===== src/rtl/dct_mb_scheduler.sv =====
// dct_mb_scheduler
// Sequences the blocks of one macroblock through a transform engine. Each
// block is started with a one-cycle pulse. Completion is taken from the
// falling edge of the engine's computing status. The finished block is then
// presented downstream with a valid/ready handshake before the next block
// is issued.
//
// Ports
//   clk, rst          clock, asynchronous active-high reset
//   mb_start          request one macroblock (only honoured when idle)
//   mb_is_intra       intra flag, sampled together with mb_start
//   mb_busy           a macroblock is in progress
//   mb_done           one-cycle pulse after the last block is accepted
//   blk_sel           block index steering the engine's input mux
//   tf_do_compute     one-cycle start pulse to the engine
//   tf_is_intra       intra flag to the engine, held per macroblock
//   tf_computing      engine computing status
//   out_valid         engine output holds a finished block
//   out_ready         downstream accepts the presented block
//   out_blk_idx       index of the presented block
//   out_last          presented block is the final one of the macroblock
//   err_timeout       sticky engine-timeout flag
module dct_mb_scheduler #(
  parameter int NUM_BLOCKS     = 6,
  parameter int TIMEOUT_CYCLES = 8192
) (
  input  logic       clk,
  input  logic       rst,
  input  logic       mb_start,
  input  logic       mb_is_intra,
  output logic       mb_busy,
  output logic       mb_done,
  output logic [2:0] blk_sel,
  output logic       tf_do_compute,
  output logic       tf_is_intra,
  input  logic       tf_computing,
  output logic       out_valid,
  input  logic       out_ready,
  output logic [2:0] out_blk_idx,
  output logic       out_last,
  output logic       err_timeout
);

  localparam int CNT_W = $clog2(TIMEOUT_CYCLES + 1);
  localparam logic [CNT_W-1:0] CNT_LAST = CNT_W'(TIMEOUT_CYCLES - 1);
  localparam logic [CNT_W-1:0] CNT_MAX  = CNT_W'(TIMEOUT_CYCLES);
  localparam logic [2:0]       LAST_BLK = 3'(NUM_BLOCKS - 1);

  typedef enum logic [2:0] {
    S_IDLE,
    S_ISSUE,
    S_WAIT_START,
    S_WAIT_DONE,
    S_PRESENT,
    S_DONE
  } state_t;

  state_t           state_q, state_d;
  logic [2:0]       blk_sel_q, blk_sel_d;
  logic             tf_do_compute_q, tf_do_compute_d;
  logic             tf_is_intra_q, tf_is_intra_d;
  logic             out_valid_q, out_valid_d;
  logic [2:0]       out_blk_idx_q, out_blk_idx_d;
  logic             out_last_q, out_last_d;
  logic             mb_busy_q, mb_busy_d;
  logic             mb_done_q, mb_done_d;
  logic             err_timeout_q, err_timeout_d;
  logic [CNT_W-1:0] cnt_q, cnt_d;
  logic [CNT_W-1:0] cnt_inc;

  // Counter saturates rather than wrapping, even though the timeout exit
  // normally leaves the wait states before saturation is reached.
  assign cnt_inc = (cnt_q == CNT_MAX) ? cnt_q : cnt_q + CNT_W'(1);

  always_comb begin
    state_d         = state_q;
    blk_sel_d       = blk_sel_q;
    tf_do_compute_d = 1'b0;
    tf_is_intra_d   = tf_is_intra_q;
    out_valid_d     = out_valid_q;
    out_blk_idx_d   = out_blk_idx_q;
    out_last_d      = out_last_q;
    mb_busy_d       = mb_busy_q;
    mb_done_d       = 1'b0;
    err_timeout_d   = err_timeout_q;
    cnt_d           = cnt_q;

    case (state_q)
      S_IDLE: begin
        if (mb_start) begin
          state_d         = S_ISSUE;
          tf_is_intra_d   = mb_is_intra;
          blk_sel_d       = 3'd0;
          err_timeout_d   = 1'b0;
          mb_busy_d       = 1'b1;
          tf_do_compute_d = 1'b1;  // registered pulse coincides with ISSUE
        end
      end
      S_ISSUE: begin
        cnt_d   = '0;
        state_d = S_WAIT_START;
      end
      S_WAIT_START: begin
        // An engine event in the same cycle as the deadline wins.
        if (tf_computing) begin
          cnt_d   = cnt_inc;
          state_d = S_WAIT_DONE;
        end else if (cnt_q == CNT_LAST) begin
          err_timeout_d = 1'b1;
          mb_busy_d     = 1'b0;
          state_d       = S_IDLE;
        end else begin
          cnt_d = cnt_inc;
        end
      end
      S_WAIT_DONE: begin
        // The engine's own valid flag is sticky, so completion is the 1->0
        // edge of computing, seen here as computing going low.
        if (!tf_computing) begin
          out_valid_d   = 1'b1;
          out_blk_idx_d = blk_sel_q;
          out_last_d    = (blk_sel_q == LAST_BLK);
          state_d       = S_PRESENT;
        end else if (cnt_q == CNT_LAST) begin
          err_timeout_d = 1'b1;
          mb_busy_d     = 1'b0;
          state_d       = S_IDLE;
        end else begin
          cnt_d = cnt_inc;
        end
      end
      S_PRESENT: begin
        // Hold everything until accepted; issuing now would overwrite the
        // engine's output buffer.
        if (out_valid_q && out_ready) begin
          out_valid_d = 1'b0;
          out_last_d  = 1'b0;
          if (out_last_q) begin
            mb_done_d = 1'b1;
            state_d   = S_DONE;
          end else begin
            blk_sel_d       = blk_sel_q + 3'd1;
            tf_do_compute_d = 1'b1;
            state_d         = S_ISSUE;
          end
        end
      end
      S_DONE: begin
        mb_busy_d = 1'b0;
        state_d   = S_IDLE;
      end
      default: begin
        mb_busy_d = 1'b0;
        state_d   = S_IDLE;
      end
    endcase
  end

  always_ff @(posedge clk or posedge rst) begin
    if (rst) begin
      state_q         <= S_IDLE;
      blk_sel_q       <= 3'd0;
      tf_do_compute_q <= 1'b0;
      tf_is_intra_q   <= 1'b0;
      out_valid_q     <= 1'b0;
      out_blk_idx_q   <= 3'd0;
      out_last_q      <= 1'b0;
      mb_busy_q       <= 1'b0;
      mb_done_q       <= 1'b0;
      err_timeout_q   <= 1'b0;
      cnt_q           <= '0;
    end else begin
      state_q         <= state_d;
      blk_sel_q       <= blk_sel_d;
      tf_do_compute_q <= tf_do_compute_d;
      tf_is_intra_q   <= tf_is_intra_d;
      out_valid_q     <= out_valid_d;
      out_blk_idx_q   <= out_blk_idx_d;
      out_last_q      <= out_last_d;
      mb_busy_q       <= mb_busy_d;
      mb_done_q       <= mb_done_d;
      err_timeout_q   <= err_timeout_d;
      cnt_q           <= cnt_d;
    end
  end

  assign mb_busy       = mb_busy_q;
  assign mb_done       = mb_done_q;
  assign blk_sel       = blk_sel_q;
  assign tf_do_compute = tf_do_compute_q;
  assign tf_is_intra   = tf_is_intra_q;
  assign out_valid     = out_valid_q;
  assign out_blk_idx   = out_blk_idx_q;
  assign out_last      = out_last_q;
  assign err_timeout   = err_timeout_q;

endmodule


===== config.mk =====
export PLATFORM = sky130hd
export DESIGN_NAME = dct_mb_scheduler
export DESIGN_NICKNAME = d
export VERILOG_FILES = /design/src/rtl/dct_mb_scheduler.sv
export SDC_FILE = /design/constraint.sdc
export NUM_CORES = 1
export LEC_CHECK = 0
export BUFFER_PORTS_ARGS = -buffer_cell sky130_fd_sc_hd__buf_2
export CAP_MARGIN = 20
export CORE_MARGIN = 2
export CORE_UTILIZATION = 54
export CTS_BUF_LIST = sky130_fd_sc_hd__clkbuf_8
export DETAILED_ROUTE_END_ITERATION = 6
export PLACE_DENSITY = 0.79
export SLEW_MARGIN = 20
export SYNTH_ARGS = -nofsm -noshare
export SYNTH_HDL_FRONTEND = slang
export SYNTH_SLANG_ARGS = --single-unit

===== constraint.sdc =====
create_clock -name clk -period 1.95 [get_ports clk]
set_input_delay 0.195 -clock clk [delete_from_list [all_inputs] [get_ports clk]]
set_output_delay 0.195 -clock clk [all_outputs]
set_load 0.005 [all_outputs]

# --- Yosys cells after proc, flatten, opt, wreduce, memory -nomap -nowiden ---
# Index checks and enable logic that the tools add are counted.
totals:
  ff_bits: 30
  latch_bits: 0
  mem_bits_rw: 0
  romBits: 0
  input_bits: 6
  output_inout_bits: 13
  word_cells: 81
  memories: 0
classes:
  add_sub_neg: 2
  multipliers: 0
  n_div: 0
  magnitude_cmp: 0
  eq_ne: 13
  n_shift: 0
  mux: 38
  n_bitwise: 2
  reduce_logical: 15
ops:
  columns: ["operator", "count"]
  rows:
  - ["2-to-1 mux 14 bit", 4]
  - ["case mux 14 bit (3 select lines)", 1]
  - ["2-to-1 mux 3 bit", 9]
  - ["2-to-1 mux 1 bit", 17]
  - ["case mux 3 bit (5 select lines)", 1]
  - ["adder 14 x 1 -> 14 bit, second input constant", 1]
  - ["== test 14 x 13 -> 1 bit, second input constant", 1]
  - ["== test 14 bit, second input constant", 1]
  - ["inequality test 2 bit, second input constant", 6]
  - ["AND reduction 4 bit", 3]
  - ["AND reduction 2 bit", 4]
  - ["== test 3 x 2 -> 1 bit, second input constant", 2]
  - ["== test 3 bit, second input constant", 2]
  - ["case mux 1 bit (2 select lines)", 3]
  - ["case mux 3 bit (2 select lines)", 1]
  - ["nonzero test 3 bit", 2]
  - ["case mux 1 bit (4 select lines)", 1]
  - ["nonzero test 2 bit", 2]
  - ["adder 3 x 1 -> 3 bit, second input constant", 1]
  - ["== test 3 x 1 -> 1 bit, second input constant", 1]
  - ["logical NOT 3 bit", 1]
  - ["case mux 1 bit (3 select lines)", 1]
  - ["AND reduction 3 bit", 1]
  - ["NOT 1 bit", 2]
  - ["other kinds (2)", 2]

# --- Depth between registers and ports, before layout ---
logic_depth:
  depth_word: 5
  mapped_depth: 8
  depth_no_buf: 7

# --- Least setup slack after synthesis ---
# OpenSTA, ideal clock, no wires.
synth_timing:
  kind: "register -> register"
  startpoint: "reg cnt_q[0]"
  endpoint: "reg cnt_q[0]"
  setup_time_ps: 79
  arrival_ps: 1781
  t_required_ps: 1871
  setup_slack_ps: 89
  path_stages_with_launch: 8
  path_buffers: 1
  synth_period_minus_slack_ps: 1861
  path_cell_list: "dfrtp_1 ha_1 nand3_1 or2_1 clkbuf_1 o21a_4 o211ai_4 mux2i_1"
synth_between:
  elab_chain_len: 5
  elab_cells_between_ends: 8
  classes_between: "add/sub: 1; eq/ne: 2; mux: 5"
synth_rtl:
  columns: ["item", "line", "rtl"]
  rows:
  - ["start: declaration", "68", "logic [CNT_W-1:0] cnt_q, cnt_d;"]
  - ["start signal: assignment", "183", "cnt_q <= cnt_d;"]
  - ["adder 14 x 1 -> 14 bit or == test 14 bit (tied branches)", "73", "assign cnt_inc = (cnt_q == CNT_MAX) ? cnt_q : cnt_q + CNT_W'(1);"]
  - ["2-to-1 mux 14 bit", "73", null]
  - ["2-to-1 mux 14 bit", "108, 124", null]
  - ["2-to-1 mux 14 bit, on equally long branches", "119, 105", null]
  - ["case mux 14 bit (3 select lines) (*)", "88", "case (state_q)"]
# Mark *: on every way between the ends. The rest lies on a longest branch, timed or not. The select of a mux whose other input is x is not followed.
# A chain may end at the register's enable or synchronous reset.

# --- Final worst setup path ---
layout_timing:
  startpoint: "reg cnt_q[1]"
  endpoint: "reg cnt_q[0]"
layout_between:
  elab_chain_len: 5
  elab_cells_between_ends: 7
  classes_between: "eq/ne: 2; mux: 5"
layout_rtl:
  columns: ["item", "line"]
  rows:
  - ["== test 14 bit", "73"]
  - ["2-to-1 mux 14 bit", "73"]
  - ["2-to-1 mux 14 bit", "108, 124"]
  - ["2-to-1 mux 14 bit, on equally long branches", "119, 105"]
  - ["case mux 14 bit (3 select lines) (*)", "88"]
# Marks and branches as above.

==> results.yml <==
clock_network:
  clkSinkCount: 30
  cts_tree: "built"
  htreeDepth: 2
  clockRootBuffer: "clkbuf_8"
  path_clk_slew_ps: 70
  cts_buffers: 5
  clk_latency_ps: 290
  cts_buffer_depth: 2
synth:
  ys_warn_count: 0
  syn_nets: 195
  synth_top_area_share_pct: 44.5
  synth-async-reset-ratio_pct: 100
  synthFlopType: "dfrtp_1"
  synth.most_common_cell: "dfrtp_1"
  synth.ff_latch_count: 30
  syn_inst: 185
  synth.distinct_cells: 43
  synthTopCellsByCount: "30 x dfrtp_1, 20 x nor2_1, 15 x nand2_1, 14 x o21ai_0, 9 x nand3_1"
  synth_top_area_cell: "dfrtp_1"
  netlist_top_cells_area: "dfrtp_1 45%, nor2_1 4.5%, o21ai_0 4.2%"
  synth.avg_cell_area_um2: 9.12
  synth_edf_count: 0
  ys_seq_area_share_pct: 44.5
  syn-cell-area_um2: 1690
setup_path:
  worstPathArrival_ps: 2080
  worst_setup_path_start_kind: "flop"
  end_kind: "flop"
  critPathMaxStageDelay_ps: 410
  critPathBufInv: 0
  crit_slowest_cell: "dfrtp_1"
  path_delay_family: "compound AO/OA/AOI/OAI gates"
  critPathKind: "flop to flop"
  path_max_fanout: 7
  worstPathRequired_ps: 2160
  crit_chain: "ha_4 -> nand3_1 -> or2_4 -> o21a_4 -> o211ai_4 -> mux2i_1"
global_route:
  grt_max_degree: 31
  antenna_found_initial: 0
  grt_pass1_wl_um: 6760
  grt_use_met1_pct: 31.6
  grt_pass1_vias: 1487
  grt-ovfl-total: 0
  busiest_layer: "met2"
  grt_usage_pct: 25.7
  use_met3_pct: 6.71
  gr-usage-met2_pct: 42.7
power:
  p_per_area_nw_per_um2: 1240
  cellLeakagePower_nw: 0.912
  worst_ir_drop_vdd_mv: 0.848
placed_design:
  dp.cells: 239
  dp_hpwl_um: 2810
  io_buffers: 18
  post-place-ws_ps: 6.70
  gp_congestion: 0.920
  placed_area_um2: 1870
layout:
  finalNonFillerCells: 250
  nNetsFinal: 226
  fillCellCount: 225
  area_growth_pct: 19.6
  final_area_um2: 2020
  antenna_cells: 0
  drive_gt1_share_pct: 26.3
routing:
  vias: 1575
  dr.pass1.iters: 4
  first_iter_violations: 97
  finalWirelength_um: 4010
  drc: 0
  vias_per_cell: 6.30
  ant_nets: 0
  wire_per_inst_um: 16.1
outcome:
  status: "completed"
sta:
  period_minus_slack_ps: 1860
  worst_slew_pin_slew_ps: 506
  finClkSkew_ps: 6.10
  setup_viol: 0
  hold_viol_final: 0
  setup_ws_ps: 85.8
  fin_crit_sh_pct: 95.6
  slew_headroom_pct: 66.2
  clock.fmax_mhz: 536
  setup_tns_ps: 0
  drv_slew: 0
die:
  die-area_um2: 3590
  core_um2: 3000
  initial_utilization_pct: 56.2
  die_w_um: 59.9
  fp.dieH_um: 59.9
  rows: 20
  top_level_ports: 19
min_path:
  holdCritPathClass: "input port to flop"
flow_run:
  maxCapViolations: 0
-- final cells by class --
cell class / instances / area (µm²) / share of cell area, %
clock inverter: 2 / 12.5 / 0.620
clock buffer: 6 / 82.6 / 4.09
multi-input combinational: 138 / 890 / 44.1
tap: 33 / 41.3 / 2.05
inverter: 7 / 26.3 / 1.30
sequential: 30 / 752 / 37.3
timing repair buffer: 34 / 213 / 10.5
-- per-layer routing --
metal | wire length (µm) | part of all wire [%]
met1 | 1630 | 41
met3 | 282 | 7.0
met2 | 2010 | 50
met4 | 93 | 2.3
met5 | 0 | 0
-- logic make-up after synthesis --
kind of cell	synth area share, %
muxes	3.93
adders and majority gates	2.97
xor gates and xnor gates	0.519
AOI/OAI and AO/OA	21.5
and+or+nand+nor	22.3
buffers and inverters	4.30
DFF	44.5
-- cells in the final DEF, fill, tap and decap left out, types with 2 or more instances in the layout --
cell type  count
o21ai_1        4
o21a_1         2
o31ai_1        4
inv_1          7
o21ai_0       14
nand4_1        5
a31oi_1        2
mux2_2         5
dfrtp_1       29
nand2_1       15
nor2_1        20
nand3_1        9
a21oi_1        8
nor3_1         7
nand2b_1       5
buf_2         18
o41ai_1        5
clkbuf_8       6
ha_1           3
and2_1         2
nor2b_1        3
or3_1          2
buf_4         15
-- where the power goes --
group	total (mW)	leakage, nW	internal (mW)	switching (mW)
registers	0.877	0.400	0.748	0.130
logic	1.09	0.465	0.484	0.603
clock network	0.533	0.0472	0.283	0.249
-- through the flow --
step | hold WS (ps) | utilization, % | power (mW)
after floorplan | 286 | - | 1.56
after global placement | 284 | 62.3 | 1.87
after detailed placement | 293 | 62.3 | 1.91
after CTS | 138 | 65.8 | 2.45
after global routing | 151 | 67.2 | 2.67
final | 142 | 67.2 | 2.50
-- worst reg2reg max path, delay by kind of cell, from the launching register on --
| kind | cells | cell delay, ps |
|---|---|---|
| multiplexers | 1 | 230 |
| AND/OR/NAND/NOR | 2 | 430 |
| adder cells (fa/ha/maj) | 1 | 180 |
| AO/OA/AOI/OAI | 2 | 540 |
| flip-flops | 1 | 410 |
-- state kept, by name, indices dropped and copies added (netlist names) --
| name | flops |
|---|---|
| cnt_q | 14 |
| blk_sel | 3 |
| out_blk_idx | 3 |
| state_q | 3 |
| err_timeout | 1 |
| mb_busy | 1 |
| mb_done | 1 |
| out_last | 1 |
| out_valid | 1 |
| tf_do_compute | 1 |
| tf_is_intra | 1 |
-- what timing repair did --
action	in CTS	in global routing
hold endpoints to repair	30	0
setup buffers	0	2
endpoints found under the setup margin	1	10
gates resized for setup	1	5
pin swaps	0	2
hold buffers	1	0
-- final timing paths --
| path | end | slack, ps | depth (start not counted) | from |
|---|---|---|---|---|
| max | cnt_q[0] | 90 | 6 | cnt_q[1] |
| min | tf_is_intra | 140 | 2 | mb_is_intra |
| max reg2reg | cnt_q[0] | 90 | 6 | cnt_q[1] |
| min reg2reg | out_blk_idx[0] | 510 | 1 | out_blk_idx[0] |
| max in group asynchronous | cnt_q[8] | 1130 | 4 | rst |
| min in group asynchronous | cnt_q[3] | 510 | 4 | rst |
Note: power is estimated with default switching activity, not from simulation.
